`src/rtl/inv_dir_scheduler.sv`:
```
// Arbitrates two ray requesters onto one shared 1/dir divider and returns one result at a time.
// Optional watchdog on the divider wait: define INV_DIR_SCHED_TIMEOUT_EN (adds the err port).
`ifndef WIDTH
`define WIDTH 16
`endif
`ifndef Q_BITS
`define Q_BITS 12
`endif

module inv_dir_scheduler #(
  parameter int WIDTH   = `WIDTH,
  parameter int Q_BITS  = `Q_BITS,
  parameter int TIMEOUT = 64
) (
  input  logic               clk,
  input  logic               reset,
  input  logic               req0_valid,
  input  logic               req1_valid,
  output logic               req0_ready,
  output logic               req1_ready,
  input  logic [3*WIDTH-1:0] req0_rd,
  input  logic [3*WIDTH-1:0] req1_rd,
  input  logic               req0_skip,
  input  logic               req1_skip,
  output logic               div_start,
  output logic [3*WIDTH-1:0] div_rd,
  output logic               div_skip,
  input  logic               div_valid,
  input  logic [3*WIDTH-1:0] div_rd_q,
  input  logic               div_skip_q,
  output logic               out_valid,
  input  logic               out_ready,
  output logic [3*WIDTH-1:0] out_rd,
  output logic               out_skip,
  output logic               out_id,
  output logic               busy
`ifdef INV_DIR_SCHED_TIMEOUT_EN
  ,
  output logic               err
`endif
);

  typedef enum logic [1:0] {IDLE, ISSUE, WAIT, RESULT} state_t;

  state_t             state, state_next;
  logic               ptr;
  logic               grant, sel, sel_skip;
  logic               timeout;
  logic [3*WIDTH-1:0] rd_r, res_rd;
  logic               skip_r, res_skip, id_r;

  if (Q_BITS < 1 || Q_BITS >= WIDTH || TIMEOUT < 1) begin : g_param_check
    $error("inv_dir_scheduler: illegal Q_BITS/WIDTH/TIMEOUT combination");
  end

  // Round-robin: the pointer only matters when both requesters are valid.
  always_comb begin
    grant = req0_valid | req1_valid;
    if (req0_valid && req1_valid) sel = ptr;
    else                          sel = req1_valid;
    sel_skip = sel ? req1_skip : req0_skip;
  end

  always_ff @(posedge clk) begin
    if (reset) state <= IDLE;
    else       state <= state_next;
  end

  always_comb begin
    state_next = state;
    case (state)
      IDLE:    if (grant) state_next = sel_skip ? RESULT : ISSUE;
      ISSUE:   state_next = WAIT;
      WAIT:    if (div_valid || timeout) state_next = RESULT;
      RESULT:  if (out_ready) state_next = IDLE;
      default: state_next = IDLE;
    endcase
  end

  // Outputs are forced low while reset is asserted, even before the first reset edge.
  always_comb begin
    req0_ready = 1'b0;
    req1_ready = 1'b0;
    div_start  = 1'b0;
    out_valid  = 1'b0;
    busy       = 1'b0;
    if (!reset) begin
      req0_ready = (state == IDLE) && grant && !sel;
      req1_ready = (state == IDLE) && grant &&  sel;
      div_start  = (state == ISSUE);
      out_valid  = (state == RESULT);
      busy       = (state != IDLE);
    end
  end

  always_ff @(posedge clk) begin
    if (reset) begin
      ptr      <= 1'b0;
      rd_r     <= '0;
      skip_r   <= 1'b0;
      id_r     <= 1'b0;
      res_rd   <= '0;
      res_skip <= 1'b0;
    end else begin
      case (state)
        IDLE: if (grant) begin
          ptr    <= ~sel;
          id_r   <= sel;
          rd_r   <= sel ? req1_rd : req0_rd;
          skip_r <= sel_skip;
          if (sel_skip) begin
            res_rd   <= '0;
            res_skip <= 1'b1;
          end
        end
        WAIT: if (div_valid) begin
          res_rd   <= div_rd_q;
          res_skip <= div_skip_q;
        end else if (timeout) begin
          res_rd   <= '0;
          res_skip <= 1'b1;
        end
        default: ;
      endcase
    end
  end

`ifdef INV_DIR_SCHED_TIMEOUT_EN
  localparam int CNT_W = $clog2(TIMEOUT + 1);

  logic [CNT_W-1:0] wd_cnt;
  logic             err_r;

  // Fires on the TIMEOUT-th consecutive WAIT cycle without a divider result.
  assign timeout = (state == WAIT) && (wd_cnt == CNT_W'(TIMEOUT - 1));

  always_ff @(posedge clk) begin
    if (reset) begin
      wd_cnt <= '0;
      err_r  <= 1'b0;
    end else begin
      if (state == WAIT && !div_valid) wd_cnt <= wd_cnt + 1'b1;
      else                             wd_cnt <= '0;
      if (state == WAIT && !div_valid && timeout) err_r <= 1'b1;
      else if (state == RESULT && out_ready)      err_r <= 1'b0;
    end
  end

  assign err = err_r;
`else
  assign timeout = 1'b0;
`endif

  assign div_rd   = rd_r;
  assign div_skip = skip_r;
  assign out_rd   = res_rd;
  assign out_skip = res_skip;
  assign out_id   = id_r;

endmodule
```
`config.mk`:
```
export PLATFORM = sky130hd
export DESIGN_NAME = inv_dir_scheduler
export DESIGN_NICKNAME = d
export VERILOG_FILES = /design/src/rtl/inv_dir_scheduler.sv
export SDC_FILE = /design/constraint.sdc
export NUM_CORES = 1
export LEC_CHECK = 0
export ABC_AREA = 1
export CAP_MARGIN = 20
export CORE_AREA = 5 5 122 124
export DETAILED_ROUTE_END_ITERATION = 6
export DIE_AREA = 0 0 127 129
export GPL_TIMING_DRIVEN = 0
export HOLD_SLACK_MARGIN = 0.1
export PLACE_DENSITY = 0.84
export SKIP_LAST_GASP = 1
export SYNTH_ARGS = -nofsm -noshare
export SYNTH_HDL_FRONTEND = slang
export SYNTH_SLANG_ARGS = --single-unit
export TNS_END_PERCENT = 50
```
`constraint.sdc`:
```
create_clock -name clk -period 1.67 [get_ports clk]
set_input_delay 0.4175 -clock clk [delete_from_list [all_inputs] [get_ports clk]]
set_output_delay 0.4175 -clock clk [all_outputs]
set_load 0.05 [all_outputs]
```
==> reports/metrics.csv <==
stage,metric,value,unit
setup_path,crit path launch type,register,
timing,worst rel slew slack,62.6,%
drt,DRC Markers,0,
synth,cell count after synthesis,726,
timing,maximum clock frequency,525,MHz
timing,fin worst setup slack,-0.234,ns
synth,synthesized area,4780,um^2
layout,layout cells sized above 1,10.7,%
placed_design,RePlAce Congestion,0.874,
layout,area grow syn2layout,74.8,%
grt,first-pass GRT wire length,26.6,mm
grt,GRT Total Usage,20.3,%
clock_tree,root buffer cell,clkbuf_16,
synth,asr flop ratio synth,0,%
power_and_ir_drop,switching part of the total power,48.3,%
layout,register area,2040,um^2
drt,Pre-antenna DRT Iters,5,
grt,vias in the first global route,5282,
power_and_ir_drop,internal power,7.86,mW
timing,unrepaired setup endpoints after global routing,true,
grt,Overflow after GRT,0,
synth,Synth cell types,26,
setup_path,"Slowest-stage cell, CP",dfxtp_2,
synth,post-synthesis simple-gate area fraction,35.2,%
power_and_ir_drop,Power Dens Cells,1820,nW/um^2
power_and_ir_drop,Pleak,4.55,nW
timing,final clock skew,0.00505,ns
clock_tree,Worst-path clk slew,0.07,ns
placed_design,IO Port Bufs,256,
synth,#FFs+latches synth,102,
setup_path,"Data required, critical path",1.25,ns
setup_path,Worst setup EP type,output port,
grt,largest net degree at the start of global routing,16,
setup_path,critical path's largest stage delay,0.34,ns
floorplan,Initial Util,35.0,%
clock_tree,CTS Buf Count,9,
synth,Synth Area in Compound Gates,8.74,%
synth,Synthesized Nets,884,
clock_tree,worst-skew pair later-pin latency,0.34,ns
synth,largest area contributor in the netlist,dfxtp_1,
floorplan,Die X,127,um
synth,Synth top area share,42.7,%
synth,largest family of logic cells by synthesized area,simple AND/OR/NAND/NOR gates,
drt,post-DR vias/cell,4.65,
floorplan,Die H,129,um
drt,wire length per cell,14.8,um
power_and_ir_drop,NetSw,7.35,mW
layout,area of the multi-input gates,2300,um^2
floorplan,Die Area,16400,um^2
setup_path,critical path class,reg2out,
outcome,failing checks,negative setup slack,
timing,slew at the pin closest to its max-slew limit,0.563,ns
drt,vias after detailed routing,5574,
hold_path,Hold Path Class,reg2reg,
timing,number of endpoints failing setup at the final stage,7,
setup_path,Worst Path Arrival,1.49,ns
setup_path,crit path cell chain,inv_4 > ha_4 > o21ai_4 > nor2_4 > nand2_2 > inv_2 > buf_6 > buf_8,
power_and_ir_drop,Sequential Power Share,23.9,%
power_and_ir_drop,Worst VDD drop,1.02,mV
synth,mux cell area share after synthesis,0,%
timing,"Slew Viols, Final",0,
timing,period utilisation layout,114,%
setup_path,CP Max Fanout,8,
timing,WHS,0.476,ns
layout,fin nets,1172,
clock_tree,TritonCTS Sinks,102,
floorplan,Core Area,13700,um^2
layout,filler cell count,1275,
synth,sequential element share of the synthesized area,42.7,%
placed_design,dpl ws,-1.46,ns
clock_tree,CTS tree,yes,
synth,"Avg Cell Area, Syn",6.58,um^2
synth,synth warn,0,
drt,initial drt markers,238,
power_and_ir_drop,Comb pwr share,61.4,%
clock_tree,clk buf depth,2,
run,MaxCap Viol Count,0,
floorplan,number of top-level pins,257,
grt,initial antenna violation count,1,
placed_design,placed wire-length estimate,13.4,mm
power_and_ir_drop,Clock Power Share,14.7,%
clock_tree,H-tree depth,3,
clock_tree,quantity of hold-fixing buffers added after cts,0,
outcome,status,"complete, but fails checks",
drt,post-detailed-route count of antenna-violating nets,0,
timing,Final min period,1.90,ns
timing,"Hold Vio Cnt, Final",0,
synth,"EDFF count, synth",0,
drt,Total Wirelength,17.7,mm
synth,adder-cell share of the synthesized area,1.31,%
synth,top_reg_cell synth,dfxtp_1,
synth,Area contributors post-synth,"dfxtp_1 (43%), nand2_1 (18%), nand3_1 (8.9%), inv_1 (6.9%), nor2_1 (6.4%)",
synth,Post-Synth XOR/XNOR Area,0,%
floorplan,Row Count,43,
[timing repair]
item                       4_1_cts  5_1_grt
setup buffers                   15        7
pin swaps                        6       10
cloned                           0        2
setup endpoints to repair      198      164
gates resized for setup        154       83
[state kept, by name, summed over array words and instances, names as in the netlist]
signal / flops
div_rd: 48
div_skip: 1
out_id: 1
out_rd: 48
out_skip: 1
ptr: 1
state: 2
[final timing paths]
kind                                             start                     end  slack [ns]  cells past startpoint
worst max-delay path             state[0]$_SDFFE_PP0P_              req0_ready       -0.23                      8
worst min-delay path            out_rd[6]$_SDFFE_PP0P_  out_rd[6]$_SDFFE_PP0P_        0.48                      2
worst max register to register   state[0]$_SDFFE_PP0P_     out_id$_SDFFE_PP0N_       -0.02                      9
worst min register to register  out_rd[6]$_SDFFE_PP0P_  out_rd[6]$_SDFFE_PP0P_        0.48                      2
[power groups by stage]
| stage | sequential (mW) | clock, mW | combinational [mW] |
|---|---|---|---|
| after floorplan | 6.31 | 0 | 3.24 |
| after global placement | 3.66 | 0 | 8.59 |
| after detailed placement | 3.69 | 0 | 8.68 |
| after CTS | 3.63 | 2.28 | 8.77 |
| after global routing | 3.73 | 2.40 | 10.1 |
| final | 3.63 | 2.23 | 9.34 |
[synthesized netlist by cell type (2+ instances only)]
cell type	instances
buf_4	2
o21ai_0	2
nand2_1	235
nor2_2	3
clkbuf_1	23
a21oi_1	28
inv_1	88
inv_2	5
nor2_1	82
dfxtp_1	102
ha_1	5
o211ai_1	31
buf_2	20
a31oi_1	3
buf_1	2
nand3_1	85
[per-stage QoR]
stage | utilization (%) | cell area, um^2 | instances | TNS, ns | power, mW
after global placement | 55.5 | 7580 | 1162 | -51.48 | 12.2
final | 61.1 | 8360 | 1200 | -0.747 | 15.2
after floorplan | - | 4800 | 726 | -0.171 | 9.55
after global routing | 61.1 | 8360 | 1200 | -4.06 | 16.2
after CTS | 58.8 | 8040 | 1192 | -9.25 | 14.7
after detailed placement | 55.5 | 7580 | 1162 | -52.05 | 12.4
[metal layers]
metal	global-route usage [%]	vias to the layer above	wire length [um]
met5	0	-	0
met4	7.89	0	482
met3	5.73	35	1250
met2	35.9	185	8950
met1	23.2	2526	7030
li1	-	2828	-
[placed cells by master, fill, tap and decap left out, types with 25 or more instances in the layout]
master	netlist	layout
nand3_1	85	85
dlymetal6s2s_1	0	25
inv_1	88	85
o211ai_1	31	31
nand2_1	235	230
nor2_1	82	77
dlygate4sd2_1	0	65
dfxtp_1	102	100
clkdlybuf4s50_1	0	149
a21oi_1	28	28
[area by class of cell]
cell class                      count  area share (%)
Inverter                           94            4.30
Antenna cell                        1          0.0299
Buffer                             46            3.67
Clock inverter                      3           0.479
Tap cell                          180            2.70
Sequential cell                   102            24.5
Clock buffer                       13            3.35
Timing Repair Buffer              279            33.4
Multi-Input combinational cell    482            27.6
[critical path: cells and delay by family, from the launching register on]
kind | cells | cell delay [ns]
AO/OA/AOI/OAI | 1 | 0.08
buffers and inverters | 4 | 0.40
adder cells (fa/ha/maj) | 1 | 0.14
AND/OR/NAND/NOR | 2 | 0.18
flip-flops | 1 | 0.34
[cell families after synthesis]
| family | Yosys count |
|---|---|
| compound gates | 66 |
| fa+ha+maj | 5 |
| buf+inv | 142 |
| flops | 102 |
| simple gates | 411 |
No activity file was read; power rests on OpenSTA's default activity.
